**config.mk**
```make
export PLATFORM = sky130hd
export DESIGN_NAME = proc_loader
export DESIGN_NICKNAME = d
export VERILOG_FILES = /design/src/rtl/proc_loader_pkg.sv /design/src/rtl/proc_loader_packer.sv /design/src/rtl/proc_loader.sv
export SDC_FILE = /design/constraint.sdc
export NUM_CORES = 1
export LEC_CHECK = 0
export CAP_MARGIN = 0
export CELL_PAD_IN_SITES_DETAIL_PLACEMENT = 0
export CELL_PAD_IN_SITES_GLOBAL_PLACEMENT = 1
export CORE_ASPECT_RATIO = 0.9
export CORE_UTILIZATION = 42
export DETAILED_ROUTE_END_ITERATION = 8
export HOLD_SLACK_MARGIN = 0.08
export PLACE_DENSITY = 0.84
export RECOVER_POWER = 25
export SYNTH_ARGS = -nofsm -noshare
export SYNTH_HDL_FRONTEND = slang
export SYNTH_SLANG_ARGS = --single-unit
export TNS_END_PERCENT = 20
```
**constraint.sdc**
```tcl
create_clock -name clk -period 3.9 [get_ports clk]
set_input_delay 0.39 -clock clk [delete_from_list [all_inputs] [get_ports clk]]
set_output_delay 0.39 -clock clk [all_outputs]
set_load 0.02 [all_outputs]
```
**src/rtl/proc_loader_pkg.sv**
```systemverilog
// Shared types and constants for the program loader.
package proc_loader_pkg;

  typedef enum logic [2:0] {
    IDLE,
    HDR,
    LOAD,
    DONE,
    ERR
  } state_t;

  localparam logic        REQ_WRITE         = 1'b1;
  localparam logic [31:0] DEFAULT_BASE_ADDR = 32'h0000_0000;

endpackage

```
**src/rtl/proc_loader_packer.sv**
```systemverilog
// Byte-to-word assembler: four accepted bytes, little-endian, form one word.
module proc_loader_packer (
  input  logic        clk,
  input  logic        rst,
  input  logic        clear,
  input  logic        accept,
  input  logic [7:0]  data,
  output logic [31:0] word,
  output logic        word_val
);

  logic [1:0]  idx;
  logic [23:0] bytes_q;

  always_ff @(posedge clk or negedge rst) begin
    if (!rst) begin
      idx     <= '0;
      bytes_q <= '0;
    end else if (clear) begin
      idx     <= '0;
    end else if (accept) begin
      idx     <= idx + 2'd1;
      bytes_q <= {data, bytes_q[23:8]};
    end
  end

  // The 4th byte is combined directly so the word is usable in its handshake cycle.
  assign word     = {data, bytes_q};
  assign word_val = accept && (idx == 2'd3);

endmodule

```
**src/rtl/proc_loader.sv**
```systemverilog
// Streams a length-prefixed program image into processor memory, holding the processor in reset.
module proc_loader
  import proc_loader_pkg::*;
#(
  parameter logic [31:0] BASE_ADDR = DEFAULT_BASE_ADDR,
  parameter int unsigned MAX_WORDS = 4096
) (
  input  logic        clk,
  input  logic        rst,
  input  logic        start,
  input  logic        in_val,
  output logic        in_rdy,
  input  logic [7:0]  in_data,
  output logic        ext_dmemreq_val,
  output logic        ext_dmemreq_type,
  output logic [31:0] ext_dmemreq_addr,
  output logic [31:0] ext_dmemreq_wdata,
  output logic        proc_rst,
  output logic        busy,
  output logic        done,
  output logic        err,
  output logic [31:0] checksum,
  output logic [31:0] word_cnt
);

  state_t      state, next_state;
  logic        clear, load_len, write_word;
  logic        accept, word_val;
  logic [31:0] word, len;

  assign accept = in_val && in_rdy;

  proc_loader_packer u_packer (
    .clk      (clk),
    .rst      (rst),
    .clear    (clear),
    .accept   (accept),
    .data     (in_data),
    .word     (word),
    .word_val (word_val)
  );

  always_ff @(posedge clk or negedge rst) begin
    if (!rst) state <= IDLE;
    else      state <= next_state;
  end

  always_comb begin
    next_state = state;
    clear      = 1'b0;
    load_len   = 1'b0;
    write_word = 1'b0;
    case (state)
      IDLE, DONE, ERR: begin
        if (start) begin
          next_state = HDR;
          clear      = 1'b1;
        end
      end
      HDR: begin
        if (word_val) begin
          load_len = 1'b1;
          if (word == '0)                   next_state = DONE;
          else if (word > 32'(MAX_WORDS))   next_state = ERR;
          else                              next_state = LOAD;
        end
      end
      LOAD: begin
        if (word_val) begin
          write_word = 1'b1;
          // Leave on the final word so DONE coincides with its write pulse.
          if (word_cnt + 32'd1 == len) next_state = DONE;
        end
      end
      default: next_state = IDLE;
    endcase
  end

  always_comb begin
    in_rdy   = (state == HDR) || (state == LOAD);
    busy     = in_rdy;
    done     = (state == DONE);
    err      = (state == ERR);
    proc_rst = (state != DONE);
  end

  always_ff @(posedge clk or negedge rst) begin
    if (!rst) begin
      len               <= '0;
      word_cnt          <= '0;
      checksum          <= '0;
      ext_dmemreq_val   <= 1'b0;
      ext_dmemreq_addr  <= '0;
      ext_dmemreq_wdata <= '0;
    end else begin
      ext_dmemreq_val <= write_word;
      if (clear) begin
        word_cnt <= '0;
        checksum <= '0;
      end
      if (load_len) len <= word;
      if (write_word) begin
        ext_dmemreq_addr  <= BASE_ADDR + {word_cnt[29:0], 2'b00};
        ext_dmemreq_wdata <= word;
        word_cnt          <= word_cnt + 32'd1;
        checksum          <= checksum + word;
      end
    end
  end

  assign ext_dmemreq_type = ext_dmemreq_val & REQ_WRITE;

endmodule

```
After elaboration in Yosys (flattened, before gate mapping)
Cells that the tools add are included.

Flip-flop bits (word level): 188. Bits of input ports: 12. Output and inout port bits: 135. Logic and storage cells: 52.

$add $sub $neg: 3. Magnitude comparators: 1. Equal/unequal tests: 11. Muxes and demuxes: 17. Bitwise logic cells: 1. Reduce and logical (&&, ||, !) cells: 10.

Operators with widths (number): 32-bit two-way mux (3); 32-bit by 1-bit adder with 32-bit output (second input constant) (1); 32-bit adder (1); 32-bit == test (1); 32-bit by 13-bit greater-than comparator with 1-bit output (second input constant) (1); 32-bit logical NOT (1); 3-bit two-way mux (6); 3-bit one-hot mux with 3 select lines (1); 3-bit by 2-bit == test with 1-bit output (second input constant) (2); 1-bit two-way mux (5); 2-bit two-way mux (2); 2-bit by 1-bit inequality test with 1-bit output (second input constant) (2); 2-bit inequality test (second input constant) (2); 4-bit AND reduction (1); 2-bit nonzero test (2); 3-bit by 1-bit == test with 1-bit output (second input constant) (1); 3-bit == test (second input constant) (1); 3-bit logical NOT (1); 3-bit by 2-bit inequality test with 1-bit output (second input constant) (1); 3-bit OR reduction (1); 2-bit by 1-bit adder with 2-bit output (second input constant) (1); 2-bit == test (second input constant) (1); 1-bit logical AND (2); 2-bit AND reduction (1); 2 further kinds (2).

Logic depth before layout (Yosys ltp)
Gate-level depths: netlist of run 1.

Depth after elaboration: 7. Mapped depth: 10. Gate-level depth less buffers: 10.

By module
From an unflattened synthesis of run 1, not the netlist that was laid out.

Cells, all modules: 1061. Area total of the unflattened synthesis: 10189.8 um2.

By module, submodules not included: proc_loader (instances 1, cells an instance 993, area an instance 9022.4 um2, sequential area each 4053.9 um2); proc_loader_packer (instances 1, cells an instance 68, area an instance 1167.4 um2, sequential area each 650.6 um2).

Least setup slack after synthesis of run 1
No wires, ideal clock.

Path type: register to register. From: register checksum[15]. To: register checksum[31]. Setup time: 0.124 ns. Arrival time: 2.777 ns. Required time: 3.776 ns. Setup slack: 0.999 ns. Stages on the path, launching flop included: 10. Buffers on the path: 0. Clock period less this slack: 2.901 ns. Cell sequence: dfrtp_1 ha_1 and4_1 nand3_1 or4_1 and3_4 o211a_1 or3_1 and3_1 a211o_1.

Word-level cells in the longest chain between the ends: 2.

RTL lines: start, declared (line proc_loader.sv:22) `output logic [31:0] checksum,`; start signal, assigned (line proc_loader.sv:106) `checksum <= checksum + word;`; 32-bit adder (line proc_loader.sv:106); 32-bit two-way mux (line proc_loader.sv:102) `if (write_word) begin`.

Every way passes these cells. A chain may end at the register's enable or synchronous reset.

Worst setup path after layout of run 1
From: register word_cnt[0]. To: register state[0].

Word-level cells in the longest chain between the ends: 4.

RTL lines: start, declared (line proc_loader.sv:23) `output logic [31:0] word_cnt`; start signal, assigned (line proc_loader.sv:105) `word_cnt <= word_cnt + 32'd1;`; 32-bit by 1-bit adder with 32-bit output (line proc_loader.sv:72) `if (word_cnt + 32'd1 == len) next_state = DONE;`; 32-bit == test (line proc_loader.sv:72); 2-bit inequality test (no source line); 4-bit AND reduction (no source line); end signal, assigned (line proc_loader.sv:45) `else state <= next_state;`; end, declared (line proc_loader.sv:26) `state_t state, next_state;`.

Every way passes these cells.

==> run metrics, run 1 <==
outcome=finished, violations left; failing checks=design-rule violations, max-capacitance violations, max-slew violations; count leader, synth=nand2_1; number of vias per cell=5.53; largest cells by area after synthesis=dfrtp_1 (47%), nand2_1 (10%), mux2_2 (6.3%), o21ai_0 (4.5%), ha_1 (4.1%); Switching Fraction=34.2%; transition time of the tightest slew-check pin=1.74 ns; Resized cells post-CTS=0; Synth cell types=69; Critical Path End Type=flip-flop; multi-input gate area in the final layout=0.00508 mm²; Die H=149 µm; CTS tree=built; Final ANT Viol Nets=0; Clock Latency Late Sink=0.43 ns; routed wire length=27800 µm; crit-path leading delay family=simple AND/OR/NAND/NOR gates; CTS Buf Count=17; # diodes=0; Clock H-tree levels=4; area leader, netlist=dfrtp_1; DPL Wire Length=19100 µm; Final GP Congestion=0.907; Reg power frac=45.9%; CTS Buffer Depth=2; Die W=165 µm; Final Hold Viols=0; pwr dens=475 mW/mm²; Syn-to-layout area delta=22.4%; R2R Setup Slk=0.72 ns; Clk pwr share=28.5%; gate count after technology mapping=1090; Max Slew Vio Count=68; Tot GR Track Use=23.4%; Synth Register Bits=188; Rows=53; clock root cell=clkbuf_16; Max Cap Viol=1; Final Setup Violations=0; io pins=147; Internal=0.00385 W; top_reg_cell synth=dfrtp_1; Reg clk slew, reported paths=0.07 ns; Psw=0.00200 W; # clock sinks=188; DRC viols=18; Initial Util=42.9%; dpl cell area=0.0118 mm²; register area share after synthesis=46.7%; vias in the first global route=7882; Synth top area share=46.7%; largest net degree at the start of global routing=88; CP max FO=8; leakage power=5.60 nW; Critical-path top delay cell=or4_1; classification of the worst setup path=flip-flop to flip-flop; Worst Path Buf+Inv=0; Yosys Warn Count=0; Peak VDD IR=0.256 mV; Avg Inst Size Synth=9.25 µm²; die area=0.0246 mm²; hold slack=0.473 ns; Slew headroom=-16.3%; initial antenna violation count=0; crit path time final=3.18 ns; logic gate share of total power=25.6%; Min-Delay Path Class=flip-flop to flip-flop; fraction of registers with async set/reset=100%; Post-Layout Inst Area=0.0123 mm²; total of fill cells in the finished design=2211; core area=0.0235 mm²; register area=0.00470 mm²; clock skew=0.00720 ns; Post-synth EDFFs=0; Port Buffer Count=144; drt wl/cell=18.2 µm; CP max stage delay=0.52 ns; Initial DRT Pass Iterations=7; RSZ-0062 raised after global routing=false; overall power=0.00586 W; maximum clock rate=315 MHz; Setup TNS=0 ns; worst path required time=4.24 ns; fraction of final layout cells sized beyond drive strength 1=9.34%; worst-path cell chain=ha_1 > nand4_2 > nor3_4 > nand4_1 > or3_1 > xor3_1 > nand2_1 > or4_1 > o31ai_1; Final Cycle Share=81.5%; Iteration-0 DRC Markers=598; startpoint types=flip-flop; WP data arrival=3.52 ns; Nets=1253; mapped cell area=0.0101 mm²; first-pass GRT wire length=44300 µm; vias=8414; Commonest cells post-synth=nand2_1 (268), dfrtp_1 (188), o21ai_0 (90); total gr overflow=0
sequential cells by signal (all words and copies together) (netlist names):
| name | flops |
|---|---|
| checksum | 32 |
| ext_dmemreq_wdata | 32 |
| len | 32 |
| word_cnt | 32 |
| u_packer.bytes_q | 24 |
| ext_dmemreq_type | 1 |
| state | 3 |
| u_packer.idx | 2 |
| ext_dmemreq_addr | 30 |
placed cells by master, fill, tap and decap left out, drive strengths merged, types with 27 or more instances in the layout:
master         Yosys  final
a21oi             40     40
clkdlybuf4s50      0    143
dfrtp            188    188
ha                33     33
mux2              56     56
nand2            268    268
nand3             46     46
nor2              40     40
o21ai             92     92
xnor2             41     41
xor2              27     27
through the flow:
step / std cells / worst slack [ns] / util, %
after floorplan: 1091 / 0.999 / -
after global placement: 1489 / 0.845 / 50.2
after detailed placement: 1489 / 0.719 / 50.2
after CTS: 1522 / 0.717 / 52.7
after global routing: 1522 / 0.240 / 52.6
final: 1522 / 0.723 / 52.6
layout make-up:
class                           instances  area share [%]
Tap cell                              302            3.06
Multi-Input combinational cell        828            41.1
Timing Repair Buffer                  158            12.7
Inverter                               14           0.426
Clock inverter                          9           0.497
Clock buffer                           23            4.04
Sequential cell                       188            38.1
path summary, 6_finish.rpt:
path	start	end	depth (start not counted)
hold / removal	ext_dmemreq_wdata[6]	ext_dmemreq_wdata[6]	2
setup reg to reg	word_cnt[0]	state[0]	9
setup / recovery	word_cnt[0]	state[0]	9
hold reg to reg	ext_dmemreq_wdata[6]	ext_dmemreq_wdata[6]	2
max in group asynchronous	rst	checksum[26]	3
min in group asynchronous	rst	ext_dmemreq_wdata[7]	2
timing repair:
item / 4_1_cts / 5_1_grt
setup endpoints to repair: 0 / 0
endpoints found under the hold margin: 65 / 0
buffers inserted: 0 / 0
hold buffers: 1 / 0
worst reg2reg max path: cells and delay by family (launching register included):
family / cells / cell delay [ns]
xor+xnor: 1 / 0.20
simple gates: 6 / 1.86
compound gates: 1 / 0.20
flops: 1 / 0.50
fa+ha+maj: 1 / 0.34
cell families after synthesis:
kind of cell,share of synthesized area [%]
other,0.0372
and+or+nand+nor,20.5
AOI/OAI and AO/OA,12.6
DFF,46.7
muxes,6.55
xor gates and xnor gates,6.14
adders and majority gates,4.29
buffers and inverters,3.14
metal layers:
metal | vias up | part of all wire (%) | track usage [%]
li1 | 4026 | - | -
met1 | 4140 | 48 | 34.4
met2 | 223 | 45 | 35.6
met3 | 25 | 5.3 | 3.84
met4 | 0 | 1.4 | 6.23
met5 | - | 0 | 0
power by group through the flow:
stage | Sequential (W) | Combinational (W) | Clock [W]
floorplan | 0.00248 | 0.00115 | 0
global placement | 0.00271 | 0.00147 | 0
detailed placement | 0.00272 | 0.00149 | 0
CTS | 0.00269 | 0.00150 | 0.00170
global route | 0.00273 | 0.00165 | 0.00179
finish | 0.00269 | 0.00150 | 0.00167
No activity file was read; power rests on OpenSTA's default activity.
==> run 2, diff against run 1 <==
Settings changed: CORE_UTILIZATION 42 to 38, PLACE_DENSITY 0.84 to 0.8.
Clock period 3.9 ns to 2.5 ns, I/O delays scaled along.
==> run metrics, run 2 (synthesis results as in run 1) <==
crit-path leading delay family=simple AND/OR/NAND/NOR gates; Critical Path End Type=flip-flop; Worst Path Buf+Inv=0; transition time of the tightest slew-check pin=1.91 ns; commonest non-fill, non-tap cell in the layout=nand2_1; Reg clk slew, reported paths=0.07 ns; core area=0.0261 mm²; CTS Buffer Depth=2; Critical-path top delay cell=or4_4; number of vias per cell=5.25; Final Hold Viols=0; leakage power=6.44 nW; CTS Buf Count=17; Max Slew Vio Count=75; CP max stage delay=0.53 ns; first-pass GRT wire length=48800 µm; routed wire length=30400 µm; vias in the first global route=8878; worst path required time=2.83 ns; Die W=174 µm; Initial Util=38.7%; io pins=147; die area=0.0272 mm²; vias=9081; largest net degree at the start of global routing=75; Die H=157 µm; DPL Wire Length=22000 µm; Port Buffer Count=144; classification of the worst setup path=flip-flop to flip-flop; # clock sinks=188; RSZ-0062 raised after global routing=true; Tot GR Track Use=22.9%; maximum clock rate=355 MHz; R2R Setup Slk=-0.32 ns; Initial DRT Pass Iterations=5; Final Cycle Share=113%; Final Setup Violations=13; Hold Path Cell Cnt=2; dpl cells=1687; most frequent cells in the layout=nand2_1 (268), dfrtp_1 (174), buf_4 (168), clkdlybuf4s50_1 (143), o21ai_0 (82); Max Cap Viol=1; clock skew=0.0117 ns; CTS tree=built; Clock Latency Late Sink=0.44 ns; final core utilization=53.3%; hold slack=0.474 ns; failing checks=max-capacitance violations, max-slew violations, negative setup slack; Final GP Congestion=0.886; worst-path cell chain=ha_4 > and4_4 > nand3_2 > or4_4 > and3_4 > o211a_1 > or3_1 > and3_1 > a211o_1; Slew headroom=-27.1%; outcome=finished, violations left; DRC viols=0; Final ANT Viol Nets=0; WP data arrival=3.14 ns; clock root cell=clkbuf_16; Nets=1415; startpoint types=flip-flop; final worst slack=-0.319 ns; overall power=0.0100 W; Iteration-0 DRC Markers=672; pwr dens=720 mW/mm²; dpl cell area=0.0131 mm²; # diodes=0; CP max FO=3; Clock H-tree levels=4; fraction of final layout cells sized beyond drive strength 1=23.5%; crit path time final=2.82 ns; drt wl/cell=17.6 µm; Rows=56; Peak VDD IR=0.493 mV; Syn-to-layout area delta=37.9%; initial antenna violation count=0; R2R depth=9; Post-Layout Inst Area=0.0139 mm²; Min-Delay Path Class=flip-flop to flip-flop; post-route non-filler standard cell count=1729; total gr overflow=0; Stages on worst setup path=9
[run 2: changes by cell type in the layout (fill, tap and decap cells not counted), moves of 4 or more]
cell and delta:
nor4_2 +4, dfrtp_1 -14, o21ai_0 -7, o21ai_1 +5, ha_4 +7, clkbuf_8 -4, buf_4 +158, a21oi_2 +4
a21oi_1 -4, dfrtp_2 +14, nor4_1 -5, ha_1 -8
[run 2: area by class of cell]
| cell class | instances | area [µm²] |
|---|---|---|
| clock buffer | 19 | 443 |
| clock inverter | 12 | 138 |
| fill | 2421 | 12200 |
| inverter | 14 | 52.6 |
| multi-input combinational | 828 | 5310 |
| sequential | 188 | 4720 |
| tap | 348 | 435 |
| timing repair buffer | 320 | 2790 |
[run 2: worst min-delay path: stages, from the launching register on]
cell     delay [ns]
dfrtp_1        0.34
nand2_1        0.05
nand2_1        0.05
[run 2: worst paths after layout]
check,start,endpoint
max,u_packer.bytes_q[16],checksum[31]
min,ext_dmemreq_addr[4],ext_dmemreq_addr[4]
max reg2reg,u_packer.bytes_q[16],checksum[31]
min reg2reg,ext_dmemreq_addr[4],ext_dmemreq_addr[4]
max in group asynchronous,rst,checksum[15]
min in group asynchronous,rst,ext_dmemreq_wdata[6]
[run 2: routing by layer]
metal	track usage (%)	vias up	part of all wire [%]
met2	37.6	248	47
met4	7.18	0	2.3
met3	4.03	47	4.7
met5	0	-	0
li1	-	4356	-
met1	30.8	4430	46
[run 2: metrics by stage]
step                      setup slack [ns]  TNS [ns]
after floorplan                     -0.252     -1.32
after global placement              -0.348     -2.81
after detailed placement            -0.477     -3.56
after CTS                           -0.302     -1.43
after global routing                -0.384     -4.26
final                               -0.319     -1.58
[run 2: what timing repair did]
action	in CTS	in global routing
endpoints found under the setup margin	15	18
hold buffers	1	0
gates resized for setup	22	19
pin swaps	13	18
hold endpoints to repair	69	0
setup buffers	4	6
[run 2: where the power goes]
part	internal, W	switching, W	leakage, nW
Clock	0.00151	0.00126	0.285
Combinational	0.00160	0.00168	3.63
Sequential	0.00348	0.000472	2.52
